--- config.mk ---
export PLATFORM = sky130hd
export DESIGN_NAME = dbj_decoder
export DESIGN_NICKNAME = d
export VERILOG_FILES = /design/src/rtl/dbj_pkg.sv /design/src/rtl/dbj_shift_reg.sv /design/src/rtl/dbj_decoder.sv
export SDC_FILE = /design/constraint.sdc
export NUM_CORES = 1
export LEC_CHECK = 0
export ABC_AREA = 1
export CAP_MARGIN = 10
export CELL_PAD_IN_SITES_DETAIL_PLACEMENT = 1
export CELL_PAD_IN_SITES_GLOBAL_PLACEMENT = 1
export CORE_MARGIN = 5
export CORE_UTILIZATION = 30
export CTS_CLUSTER_DIAMETER = 50
export DETAILED_ROUTE_END_ITERATION = 12
export GPL_TIMING_DRIVEN = 0
export PLACE_DENSITY = 0.7
export SYNTH_ARGS = -nofsm -noshare
export SYNTH_HDL_FRONTEND = slang
export SYNTH_SLANG_ARGS = --single-unit
--- constraint.sdc ---
create_clock -name clk -period 3.54 [get_ports clk]
set_input_delay 0.531 -clock clk [delete_from_list [all_inputs] [get_ports clk]]
set_output_delay 0.531 -clock clk [all_outputs]
set_load 0.01 [all_outputs]
--- src/rtl/dbj_pkg.sv ---
// Shared de Bruijn definitions used by both the generator and the decoder:
// default geometry, FSM encoding and reference-window extraction.
package dbj_pkg;

    localparam int          DBJ_N   = 4;
    localparam logic [15:0] DBJ_SEQ = 16'b0000_1001_1010_1111;

    // Widest window the extraction helper supports; sequences up to 2^MAX_N bits.
    localparam int MAX_N   = 8;
    localparam int MAX_LEN = 1 << MAX_N;
    localparam int WIDX    = $clog2(MAX_N);
    localparam int SIDX    = $clog2(MAX_LEN);

    typedef enum logic [1:0] {
        ST_FILL   = 2'd0,
        ST_SEARCH = 2'd1,
        ST_TRACK  = 2'd2
    } dbj_state_t;

    // Window k of an n-bit sequence held right-aligned in seq, sequence index 0
    // at bit (2^n - 1). Index k becomes the window MSB; indices wrap modulo 2^n.
    function automatic logic [MAX_N-1:0] ref_window(input logic [MAX_LEN-1:0] seq,
                                                    input int n, input int k);
        logic [MAX_N-1:0] w;
        int               len;
        w   = '0;
        len = 1 << n;
        for (int j = 0; j < MAX_N; j++) begin
            if (j < n) begin
                w[WIDX'(n - 1 - j)] = seq[SIDX'(len - 1 - ((k + j) % len))];
            end
        end
        return w;
    endfunction

endpackage

--- src/rtl/dbj_shift_reg.sv ---
// N-bit serial-in / parallel-out register; new bits enter at the LSB so the
// oldest bit ends up in the MSB.
module dbj_shift_reg #(
    parameter int N = 4
) (
    input  logic         clk,
    input  logic         rst_n,
    input  logic         en,
    input  logic         din,
    output logic [N-1:0] q
);

    logic [N-1:0] q_reg;

    always_ff @(posedge clk or negedge rst_n) begin
        if (!rst_n) begin
            q_reg <= '0;
        end else if (en) begin
            q_reg <= {q_reg[N-2:0], din};
        end
    end

    assign q = q_reg;

endmodule

--- src/rtl/dbj_decoder.sv ---
// De Bruijn position decoder: collects N bits, searches the reference windows
// one per cycle, then tracks the position bit by bit until a prediction fails.
module dbj_decoder
    import dbj_pkg::*;
#(
    parameter int              N   = DBJ_N,
    parameter logic [2**N-1:0] SEQ = DBJ_SEQ
) (
    input  logic         clk,
    input  logic         rst_n,
    input  logic         bit_in,
    input  logic         bit_valid,
    output logic         bit_ready,
    output logic [N-1:0] pos,
    output logic         pos_valid,
    output logic         locked,
    output logic         slip,
    output logic         miss
);

    localparam int              L        = 1 << N;
    localparam int              CW       = $clog2(N + 1);
    localparam logic [CW-1:0]   CNT_FULL = CW'(N);
    localparam logic [CW-1:0]   CNT_LAST = CW'(N - 1);

    dbj_state_t    state_reg, state_next;
    logic [CW-1:0] cnt_reg, cnt_next;
    logic [N-1:0]  k_reg, k_next;
    logic [N-1:0]  pos_reg, pos_next;
    logic          pos_valid_reg, pos_valid_next;
    logic          locked_reg, locked_next;
    logic          slip_reg, slip_next;
    logic          miss_reg, miss_next;
    logic          rdy_en_reg;

    logic             accept;
    logic [N-1:0]     win;
    logic [N-1:0]     win_shift;
    logic [N-1:0]     pos_inc;
    logic [MAX_N-1:0] ref_win [L];

    // Constant table of every reference window, indexed by position.
    for (genvar gi = 0; gi < L; gi++) begin : g_ref
        assign ref_win[gi] = ref_window(MAX_LEN'(SEQ), N, gi);
    end

    dbj_shift_reg #(.N(N)) u_win (
        .clk   (clk),
        .rst_n (rst_n),
        .en    (accept),
        .din   (bit_in),
        .q     (win)
    );

    assign accept    = bit_valid && bit_ready;
    assign win_shift = {win[N-2:0], bit_in};
    assign pos_inc   = pos_reg + 1'b1;

    always_ff @(posedge clk or negedge rst_n) begin
        if (!rst_n) begin
            state_reg     <= ST_FILL;
            cnt_reg       <= '0;
            k_reg         <= '0;
            pos_reg       <= '0;
            pos_valid_reg <= 1'b0;
            locked_reg    <= 1'b0;
            slip_reg      <= 1'b0;
            miss_reg      <= 1'b0;
            rdy_en_reg    <= 1'b0;
        end else begin
            state_reg     <= state_next;
            cnt_reg       <= cnt_next;
            k_reg         <= k_next;
            pos_reg       <= pos_next;
            pos_valid_reg <= pos_valid_next;
            locked_reg    <= locked_next;
            slip_reg      <= slip_next;
            miss_reg      <= miss_next;
            rdy_en_reg    <= 1'b1;
        end
    end

    always_comb begin
        state_next     = state_reg;
        cnt_next       = cnt_reg;
        k_next         = k_reg;
        pos_next       = pos_reg;
        pos_valid_next = 1'b0;
        locked_next    = locked_reg;
        slip_next      = 1'b0;
        miss_next      = 1'b0;
        case (state_reg)
            ST_FILL: begin
                if (accept) begin
                    if (cnt_reg != CNT_FULL) cnt_next = cnt_reg + 1'b1;
                    // Count is left saturated after a miss so one new bit re-searches.
                    if (cnt_reg >= CNT_LAST) begin
                        state_next = ST_SEARCH;
                        k_next     = '0;
                    end
                end
            end
            ST_SEARCH: begin
                if (ref_win[k_reg] == MAX_N'(win)) begin
                    pos_next       = k_reg;
                    pos_valid_next = 1'b1;
                    locked_next    = 1'b1;
                    state_next     = ST_TRACK;
                end else if (k_reg == '1) begin
                    miss_next   = 1'b1;
                    locked_next = 1'b0;
                    state_next  = ST_FILL;
                end else begin
                    k_next = k_reg + 1'b1;
                end
            end
            ST_TRACK: begin
                if (accept) begin
                    if (ref_win[pos_inc] == MAX_N'(win_shift)) begin
                        pos_next       = pos_inc;
                        pos_valid_next = 1'b1;
                    end else begin
                        slip_next   = 1'b1;
                        locked_next = 1'b0;
                        state_next  = ST_SEARCH;
                        k_next      = '0;
                    end
                end
            end
            default: state_next = ST_FILL;
        endcase
    end

    always_comb begin
        bit_ready = rdy_en_reg && (state_reg != ST_SEARCH);
    end

    assign pos       = pos_reg;
    assign pos_valid = pos_valid_reg;
    assign locked    = locked_reg;
    assign slip      = slip_reg;
    assign miss      = miss_reg;

endmodule

==> run_results.csv <==
group,metric,value,unit
cts,insertion_delay,270,ps
sta,setup_viol,0,
sta,skew,6.16,ps
layout,layout.nets,321,
placed_design,dp_hpwl,3840,µm
cts,cts_tree,"done",
placed_design,place.port_buffers,12,
logic_synthesis,synth_seq_cells,22,
critical_path,cp.arrival,2690,ps
logic_synthesis,syn_nets,304,
critical_path,end_kind,"register",
sta,hold_ws,527,ps
critical_path,start_kind,"register",
logic_synthesis,synthFlopType,"dfrtp_1",
job,cap_violations,0,
cts,cts-root-buf,"clkbuf_8",
power_and_ir_drop,p_total,1520,µW
drt,dr.pass1.iters,4,
global_route,gr-total-overflow,0,
sta,drv_slew,0,
critical_path,critical_path_class,"reg -> reg",
logic_synthesis,yosys_warnings,0,
layout,final_cells,369,
cts,clk_pin_slew,80,ps
logic_synthesis,yosysUniqueCellTypes,28,
logic_synthesis,yosysSeqAreaShare,0.294,
power_and_ir_drop,p_leak,0.00112,µW
placed_design,finalWeightedCongestion,0.859,
drt,vias_per_cell,4.79,
drt,drc_errors,0,
sta,finalCritPeriodShare,0.718,
logic_synthesis,synth_edf_count,0,
power_and_ir_drop,peakVddDrop,302,µV
drt,routed_wl,4730,µm
layout,drive_gt1_frac,0.0680,
die,die_w,89.0,µm
cts,cts.path.max_buffers,2,
cts,cts_buffers,3,
drt,wl_per_cell,12.8,µm
die,core,0.00599,mm²
min_path,min_path_type,"reg -> reg",
logic_synthesis,synthArstFlopShare,1.00,
cts,cts-resized-gates,0,
layout,area_growth,13.6,%
sta,worstMarginPinSlew,1030,ps
critical_path,required,3690,ps
global_route,grt_max_degree,23,
cts,cts_sinks,22,
sta,hold_viol,0,
drt,antenna_left,0,
cts,holdBufCountCts,0,
logic_synthesis,synthCells,279,
global_route,antenna_found_initial,0,
sta,rsz0062_at_grt,"false",
cts,cts_setup_buffers,0,
sta,fmax,0.393,GHz
layout,n_antenna_cell,0,
power_and_ir_drop,power_density,714,mW/mm²
global_route,grt_pass1_wl,8070,µm
die,std_cell_rows,28,
sta,period_needed,2540,ps
cts,h-tree-depth,1,
drt,drtIter0Drc,48,
logic_synthesis,syn_area_per_cell,6.71,µm²
die,io_pins,13,
logic_synthesis,syn_area,0.00187,mm²
global_route,grt.total_usage,0.129,
sta,relSlewSlack,0.308,
die,initial_core_util,0.313,
die,die_area,0.00792,mm²
drt,num_vias,1766,
placed_design,placed_cells,366,
outcome,outcome,"finished clean",
critical_path,crit_fanout,8,
global_route,grt_pass1_vias,1775,
sta,fin_setup_tns,0,ps
layout,final_core_util,0.355,
die,die_y,89.0,µm
==> Yosys cell counts, types with 3 or more instances <==
cell type | number | area share
nand2_1 | 105 | 0.21
nand4_1 | 7 | 0.023
ha_1 | 21 | 0.14
nand3_1 | 30 | 0.080
nor3_1 | 3 | 0.0080
o21ai_1 | 3 | 0.0080
nor2_1 | 16 | 0.032
nand2_2 | 4 | 0.013
o21ai_0 | 15 | 0.040
a21oi_1 | 3 | 0.0080
inv_1 | 31 | 0.062
dfrtp_1 | 22 | 0.29
==> cell families after synthesis <==
| family | Yosys count | synth area share |
|---|---|---|
| AND/OR/NAND/NOR | 173 | 0.405 |
| buffers and inverters | 37 | 0.0848 |
| other | 1 | 0.00200 |
| XOR/XNOR | 1 | 0.00468 |
| adder cells (fa/ha/maj) | 21 | 0.140 |
| AO/OA/AOI/OAI | 24 | 0.0688 |
| flip-flops | 22 | 0.294 |
==> worst max-delay path: stages (launching register included) <==
cell and delay (ps):
dfrtp_1 500, inv_1 210, ha_1 370, or2_4 270
nand2_1 80, nand2_1 50, nand2_1 60, nand2_1 50
nor2_1 230, a21oi_1 200, nor2_1 150, nand2_2 130
nand2_1 90, o21ai_1 60
==> routing by layer <==
layer	part of all wire	routed length, µm	global-route usage	vias up
li1	-	-	-	916
met2	0.49	2330	0.227	18
met1	0.47	2220	0.168	826
met4	0.0089	42	0.0284	0
met5	0	0	0	-
met3	0.029	136	0.0184	6
==> per-stage QoR <==
stage / setup WS (ps) / instance area (µm²)
detailed placement: 1000 / 2090
floorplan: 1420 / 1870
global placement: 1040 / 2090
global route: 729 / 2130
finish: 997 / 2130
CTS: 989 / 2130
==> final timing paths <==
check,depth (start not counted),start,end,slack [ps]
worst max-delay path,13,k_reg[0],pos[2],1000
worst min-delay path,2,u_win.q[3],u_win.q[3],530
worst max register to register,13,k_reg[0],pos[2],1000
worst min register to register,2,u_win.q[3],u_win.q[3],530
max in group asynchronous,1,rst_n,u_win.q[0],2090
min in group asynchronous,1,rst_n,cnt_reg[2],820
==> cells in the final DEF (no fill, tap or decap), types with 3 or more instances in the layout <==
cell type / count
a21oi_1: 3
clkbuf_8: 4
clkdlybuf4s50_1: 12
dfrtp_1: 22
ha_1: 21
inv_1: 31
nand2_1: 105
nand2_2: 4
nand3_1: 30
nand4_1: 7
nor2_1: 16
nor3_1: 3
o21ai_0: 15
o21ai_1: 3
==> layout make-up <==
| class | instances | area, µm² |
|---|---|---|
| multi-input cells | 220 | 1160 |
| plain buffers | 5 | 38.8 |
| well taps | 75 | 93.8 |
| repair buffers | 12 | 120 |
| flip-flops and latches | 22 | 551 |
| clock buffers | 3 | 41.3 |
| inverters | 32 | 120 |
| fillers | 785 | 3860 |
==> report_power, final <==
group / internal, µW / switching [µW] / total [µW]
Combinational: 336 / 602 / 938
Sequential: 327 / 92.2 / 419
Clock: 76.1 / 85.3 / 161
Power figures use the tool's default switching activity.
